## src/rtl/pipe_stage_chain.sv

```systemverilog
// pipe_stage_chain
// A chain of DEPTH pipeline registers carrying a generic payload (DATA_W) and
// control word (CTRL_W) with a valid bit per stage. Each stage can be stalled
// or flushed. When a held stage has a moving stage directly downstream, the
// moving stage is filled with a bubble. A bubble is all-zero, so ctrl == 0
// always means "no side effects".
//
// Optional build macro: PIPE_STAGE_CHAIN_PERF_EN
//   When it is defined, two saturating counters are built:
//     stall_cnt counts cycles with in_ready low.
//     kill_cnt  counts valid entries destroyed by flush.
//   When it is not defined, both counters read 0 and perf_clr is ignored.
//   Stage behaviour is the same in both builds.

module pipe_stage_chain #(
   parameter int DATA_W = 160,
   parameter int CTRL_W = 16,
   parameter int DEPTH  = 1,
   parameter int CNT_W  = 16
) (
   input  logic              CLK,
   input  logic              reset,
   input  logic              in_valid,
   input  logic [DATA_W-1:0] in_data,
   input  logic [CTRL_W-1:0] in_ctrl,
   input  logic [DEPTH-1:0]  stall,
   input  logic [DEPTH-1:0]  flush,
   input  logic              perf_clr,
   output logic              in_ready,
   output logic [DEPTH-1:0]  stage_valid,
   output logic              out_valid,
   output logic [DATA_W-1:0] out_data,
   output logic [CTRL_W-1:0] out_ctrl,
   output logic [CNT_W-1:0]  stall_cnt,
   output logic [CNT_W-1:0]  kill_cnt
);

   // hold[i] is set when stage i or any stage downstream of it is stalled.
   logic [DEPTH-1:0]             hold;

   // Flattened view of every stage register, indexed by stage number.
   logic [DEPTH-1:0]             vld_w;
   logic [DEPTH-1:0][DATA_W-1:0] data_w;
   logic [DEPTH-1:0][CTRL_W-1:0] ctrl_w;

   // Hold vector: OR-reduce the stalls from the tail of the chain towards the head.
   always_comb begin
      logic acc;
      // NOTE: every combinational output gets a default first, so no path leaves it unassigned and no latch is inferred.
      // NOTE: blocking '=' is used here because acc must ripple through the loop within one evaluation.
      acc  = 1'b0;
      hold = '0;
      for (int i = DEPTH - 1; i >= 0; i--) begin
         acc     = acc | stall[i];
         hold[i] = acc;
      end
   end

   assign in_ready = ~hold[0];

   for (genvar i = 0; i < DEPTH; i++) begin : g_stage
      logic              up_valid;
      logic [DATA_W-1:0] up_data;
      logic [CTRL_W-1:0] up_ctrl;
      logic              up_hold;

      logic              valid_q;
      logic [DATA_W-1:0] data_q;
      logic [CTRL_W-1:0] ctrl_q;

      if (i == 0) begin : g_head
         // An idle input cycle is loaded as a clean bubble. This keeps junk
         // ctrl bits on the bus from entering the pipe.
         assign up_valid = in_valid;
         assign up_data  = in_valid ? in_data : '0;
         assign up_ctrl  = in_valid ? in_ctrl : '0;
         assign up_hold  = 1'b0;
      end else begin : g_body
         assign up_valid = vld_w[i-1];
         assign up_data  = data_w[i-1];
         assign up_ctrl  = ctrl_w[i-1];
         assign up_hold  = hold[i-1];
      end

      // Stage register priority: flush, then hold, then bubble behind a held upstream stage, then advance.
      always_ff @(posedge CLK or negedge reset) begin
         if (!reset) begin
            // NOTE: the payload is reset along with valid because a bubble is defined as all-zero and out_data must read 0 in reset.
            valid_q <= 1'b0;
            data_q  <= '0;
            ctrl_q  <= '0;
         end else if (flush[i]) begin
            // NOTE: non-blocking '<=' so every stage samples its neighbour's pre-edge value.
            valid_q <= 1'b0;
            data_q  <= '0;
            ctrl_q  <= '0;
         end else if (hold[i]) begin
            // Contents held. A flushed bubble stays a bubble here.
            valid_q <= valid_q;
            data_q  <= data_q;
            ctrl_q  <= ctrl_q;
         end else if (up_hold) begin
            valid_q <= 1'b0;
            data_q  <= '0;
            ctrl_q  <= '0;
         end else begin
            valid_q <= up_valid;
            data_q  <= up_data;
            ctrl_q  <= up_ctrl;
         end
      end

      assign vld_w[i]  = valid_q;
      assign data_w[i] = data_q;
      assign ctrl_w[i] = ctrl_q;
   end

   assign stage_valid = vld_w;
   assign out_valid   = vld_w[DEPTH-1];
   assign out_data    = data_w[DEPTH-1];
   assign out_ctrl    = ctrl_w[DEPTH-1];

`ifdef PIPE_STAGE_CHAIN_PERF_EN
   logic [2:0]       kill_inc;
   logic [CNT_W+2:0] kill_sum;
   logic [CNT_W-1:0] stall_q;
   logic [CNT_W-1:0] kill_q;

   // Number of valid entries destroyed this cycle, and the unsaturated new kill total.
   always_comb begin
      kill_inc = '0;
      for (int i = 0; i < DEPTH; i++) begin
         kill_inc = kill_inc + {2'b00, flush[i] & vld_w[i]};
      end
      kill_sum = {3'b000, kill_q} + {{CNT_W{1'b0}}, kill_inc};
   end

   // Saturating statistics counters. A clear takes priority over an increment.
   always_ff @(posedge CLK or negedge reset) begin
      if (!reset) begin
         stall_q <= '0;
         kill_q  <= '0;
      end else if (perf_clr) begin
         stall_q <= '0;
         kill_q  <= '0;
      end else begin
         if (!in_ready && (stall_q != '1)) begin
            stall_q <= stall_q + CNT_W'(1);
         end
         if (kill_sum > {3'b000, {CNT_W{1'b1}}}) begin
            kill_q <= '1;
         end else begin
            kill_q <= kill_sum[CNT_W-1:0];
         end
      end
   end

   assign stall_cnt = stall_q;
   assign kill_cnt  = kill_q;
`else
   // Counters are not built in this configuration.
   logic unused_perf_clr;
   assign unused_perf_clr = perf_clr;
   assign stall_cnt       = '0;
   assign kill_cnt        = '0;
`endif

endmodule

```

## config.mk

```make
export PLATFORM = sky130hd
export DESIGN_NAME = pipe_stage_chain
export DESIGN_NICKNAME = d
export VERILOG_FILES = /design/src/rtl/pipe_stage_chain.sv
export SDC_FILE = /design/constraint.sdc
export NUM_CORES = 1
export LEC_CHECK = 0
export ABC_AREA = 1
export BUFFER_PORTS_ARGS = -buffer_cell sky130_fd_sc_hd__buf_2
export CAP_MARGIN = 20
export CORE_ASPECT_RATIO = 0.5
export CORE_MARGIN = 1.5
export CORE_UTILIZATION = 40
export DETAILED_ROUTE_END_ITERATION = 6
export HOLD_SLACK_MARGIN = 0.02
export PLACE_DENSITY = 0.72
export SETUP_SLACK_MARGIN = 0.4
export SLEW_MARGIN = 25
export SYNTH_ARGS = -nofsm -noshare
export SYNTH_HDL_FRONTEND = slang
export SYNTH_SLANG_ARGS = --single-unit
```

## constraint.sdc

```tcl
create_clock -name CLK -period 0.8 [get_ports CLK]
set_input_delay 0.08 -clock CLK [delete_from_list [all_inputs] [get_ports CLK]]
set_output_delay 0.08 -clock CLK [all_outputs]
set_load 0.02 [all_outputs]
```

# Yosys cells after proc, flatten, opt, wreduce, memory -nomap -nowiden
# Cells that the tools add are included.
# Widths: inputs -> output; s select.
totals:
  word_cells: 13
  latch_bits: 0
  regBits: 177
  memories: 0
  ramBits: 0
  out_inout_bits: 211
  mem_bits_ro: 0
  input_bits: 182
op_classes:
  n_lt_le_gt_ge: 0
  div_mod_pow: 0
  reduce_logical: 0
  bitwise: 1
  n_mux: 8
  eq_ne: 1
  add_sub_neg: 0
  multipliers: 0
  shift: 0
op_table:
  columns: ["operator", "count"]
  rows:
  - ["$mux 160", 3]
  - ["$mux 16", 3]
  - ["$mux 1", 2]
  - ["$ne 2x1->1 const B", 1]
  - ["$not 1->1", 1]

# Depth between registers and ports, before layout
logic_depth:
  ltp_word: 3
  mapped_depth: 8
  ltp_nobuf: 5

# Worst setup path after synthesis
# OpenSTA, ideal clock, no wires.
synth_path:
  path_type: "input to register"
  startpoint: "input port flush"
  endpoint: "register g_stage[0].data_q[111] (netlist: out_data[111])"
  setup_time_ns: 0.117
  path_buffers: 3
  setup_slack_ns: -0.081
  t_required_ns: 0.683
  t_arrival_ns: 0.764
  cell_stages: 8
  path_cell_list: "buf_2 > inv_2 > nand2_4 > inv_4 > buf_8 > buf_4 > nand2_1 > nand2_1"
synth_between:
  elab_chain_len: 1
  word_cells_on_any_way: 2
  cone_classes: "1 x eq/ne; 1 x mux"
synth_lines:
  columns: ["element", "line_no", "text"]
  rows:
  - ["start: declaration", "27", "input logic [DEPTH-1:0] flush,"]
  - ["$ne 2x1->1 (no line) or $mux 160 (tied branches)", null, null]
  - ["end signal: assignment", "100", "data_q <= data_q;"]
  - ["end signal: assignment", "108", "data_q <= up_data;"]
  - ["end: declaration", "68", "logic [DATA_W-1:0] data_q;"]
# Several ways; a longest one is shown, not always the timed one.
# A chain may end at the register's enable or synchronous reset.

# Worst setup path after layout
layout_path:
  startpoint: "register g_stage[0].valid_q (netlist: out_valid)"
  endpoint: "output port out_valid"
layout_lines:
  columns: ["element", "line_no", "text"]
  rows:
  - ["start: declaration", "67", "logic valid_q;"]
  - ["start signal: assignment", "99", "valid_q <= valid_q;"]
  - ["start signal: assignment", "107", "valid_q <= up_valid;"]
  - ["end: declaration", "31", "output logic out_valid,"]
# No word-level cell between the ends.

==> impl_metrics.tcl <==
set metrics [dict create \
    synth_seq_area_share_pct 52.1 \
    syn-cell-area_mm2 0.00849 \
    grt_max_degree 49 \
    crit_fanout 3 \
    cts_root_buf "clkbuf_16" \
    fin_setup_tns_ns -43.62 \
    clk_path_buf_depth 2 \
    multi_input_area_mm2 0.00363 \
    core_area_mm2 0.0207 \
    fin_crit_sh_pct 135 \
    cts_made_buffers 17 \
    initial_utilization_pct 41.0 \
    num_vias 8539 \
    wl_um 26400 \
    path_clk_slew_ns 0.06 \
    power_frac_comb_pct 18.9 \
    hold_violations 328 \
    hold_path_class "input pin to asynchronous set/reset pin" \
    layout-drive-gt1-share_pct 46.0 \
    route.detailed.wl_per_inst_um 14.4 \
    crit_buf_inv 1 \
    finalCriticalPeriod_ns 1.08 \
    p_total_uw 23600 \
    htreeDepth 4 \
    avgSynthCellArea_um2 7.22 \
    status "finished with violations" \
    vias_per_cell 4.64 \
    regArea_mm2 0.00465 \
    first_global_vias 8277 \
    synth_warnings 0 \
    path_delay_family "flip-flops" \
    worstReg2RegEnd "out_data[80]" \
    setup_viol 189 \
    die-area_mm2 0.0222 \
    grt-ovfl-total 0 \
    gp_congestion 0.885 \
    drc 0 \
    syn2layout_area_growth_pct 56.3 \
    crit_path_max_incr_delay_ns 0.44 \
    fillers 1681 \
    die_x_um 209 \
    portBuffers 359 \
    stdcell_count 1841 \
    antenna_found_initial 2 \
    max_cap_viol_count 0 \
    reg2reg_depth 4 \
    seqPwrFrac_pct 41.9 \
    p_leak_uw 0.00718 \
    crit_required_ns 0.72 \
    ir_worst_vdd_mv 1.30 \
    slew_violations 0 \
    rsz0062_at_grt "true" \
    num_io_pins 393 \
    dp_hpwl_um 17400 \
    worst_ep_arrival_time_ns 1.00 \
    clock_latency_ns 0.41 \
    drtAntennaViolNets 0 \
    layout.nets 1736 \
    ys_types 14 \
    p_per_area_mw_per_mm2 1780 \
    cts.sinks 177 \
    cp-start-kind "flop" \
    violations "hold timing, setup timing" \
    setup_slack_ns -0.277 \
    dr.pass1.iters 7 \
    clock_power_share_pct 39.2 \
    r2r-start "out_data[80]" \
    die_y_um 106 \
    synth_cells 1176 \
    crit_slowest_cell "dfrtp_2" \
    grt_pass1_wl_um 40700 \
    p_sw_share_pct 27.0 \
    criticalPathCategory "flop to output port" \
    drtIter0Drc 547 \
    fmaxAchievable_mhz 928 \
    num_rows 37 \
    synth-seq-cells 177 \
    end_kind "output port" \
    power.internal_uw 17200 \
    cts_tree "done" \
    r2r_slack_ns -0.06 \
    whs_ns -0.517 \
    track_usage_pct 22.8 \
    clock_skew_ns 0 \
    p_sw_uw 6350 \
    dp.cells 1773 \
    path_cells "buf_6" \
]
## logic make-up (layout without fill, tap and decap cells)
kind of cell | Yosys count | after routing | synth area share [%]
simple gates | 884 | 884 | 39.2
flops | 177 | 177 | 52.1
other cells | 1 | 34 | 0.0441
buf+inv | 114 | 473 | 8.65
## cell usage after synthesis
cell / instances / area share [%]
buf_8: 1 / 0.18
nand2_1: 706 / 31
buf_2: 54 / 3.2
inv_2: 1 / 0.044
buf_6: 10 / 1.3
nand2_4: 1 / 0.13
inv_1: 1 / 0.044
dfrtp_1: 177 / 52
buf_4: 40 / 3.5
nand3_1: 1 / 0.059
nor2_1: 176 / 7.8
clkbuf_1: 6 / 0.27
inv_4: 1 / 0.074
conb_1: 1 / 0.044
## final cells by class
type	instances	area share (%)
repair buffers	439	29.9
flip-flops and latches	177	35.0
diodes	2	0.0377
inverters	3	0.160
clock buffers	23	3.83
clock inverters	8	1.12
multi-input cells	916	27.4
well taps	273	2.57
## repair_timing
item / 4_1_cts / 5_1_grt
gates resized for setup: 390 / 77
pin swaps: 276 / 24
hold endpoints to repair: 353 / 339
buffers inserted: 18 / 16
setup endpoints to repair: 356 / 356
cloned: 0 / 1
## sequential cells by signal, indices dropped and copies added, names as in the netlist
signal     count
out_ctrl      16
out_data     160
out_valid      1
## worst max path at each step
| stage | start | to | slack [ns] | depth (start not counted) |
|---|---|---|---|---|
| final | out_valid | out_valid | -0.28 | 1 |
| after global routing | out_valid | out_valid | -0.31 | 1 |
| after CTS | out_valid | stage_valid | -0.30 | 1 |
| after detailed placement | flush | out_data[24] | -0.22 | 6 |
| after global placement | in_valid | out_data[24] | -0.27 | 6 |
| after floorplan | flush | out_data[101] | -0.01 | 8 |
## power by group through the flow
stage	Combinational (uW)	Clock, uW	Sequential, uW
2_1_floorplan	1550	0	10500
3_3_place_gp	3560	0	9870
3_5_place_dp	3610	0	9890
4_1_cts	4280	9430	9850
5_1_grt	4800	9810	9920
6_report	4460	9240	9880
## per-stage QoR
stage	instance area, um2	setup slack [ns]	utilization [%]
after CTS	12900	-0.297	62.4
after detailed placement	10900	-0.223	52.7
after global routing	13300	-0.312	64.2
after floorplan	8940	-0.0134	-
final	13300	-0.277	64.2
after global placement	10900	-0.274	52.7
## routing by layer
layer | share of wire (%) | vias up | global-route usage (%)
met3 | 4.3 | 76 | 3.43
met2 | 51 | 307 | 39.8
met4 | 4.3 | 0 | 12.1
li1 | - | 4171 | -
met1 | 41 | 3985 | 27.6
met5 | 0 | - | 0
## placed cells by master, fill, tap and decap left out
cell type / n
nand2_4: 1
inv_4: 2
clkinv_2: 1
dfrtp_2: 177
clkinv_4: 2
conb_1: 32
buf_2: 176
nor2_1: 176
nand2_8: 1
buf_4: 26
clkbuf_16: 18
clkbuf_8: 6
clkinvlp_4: 2
diode_2: 2
nand2_1: 637
nand3_1: 1
nand2_2: 68
buf_6: 212
bufinv_16: 4
buf_12: 24
Note: power is estimated with default switching activity, not from simulation.
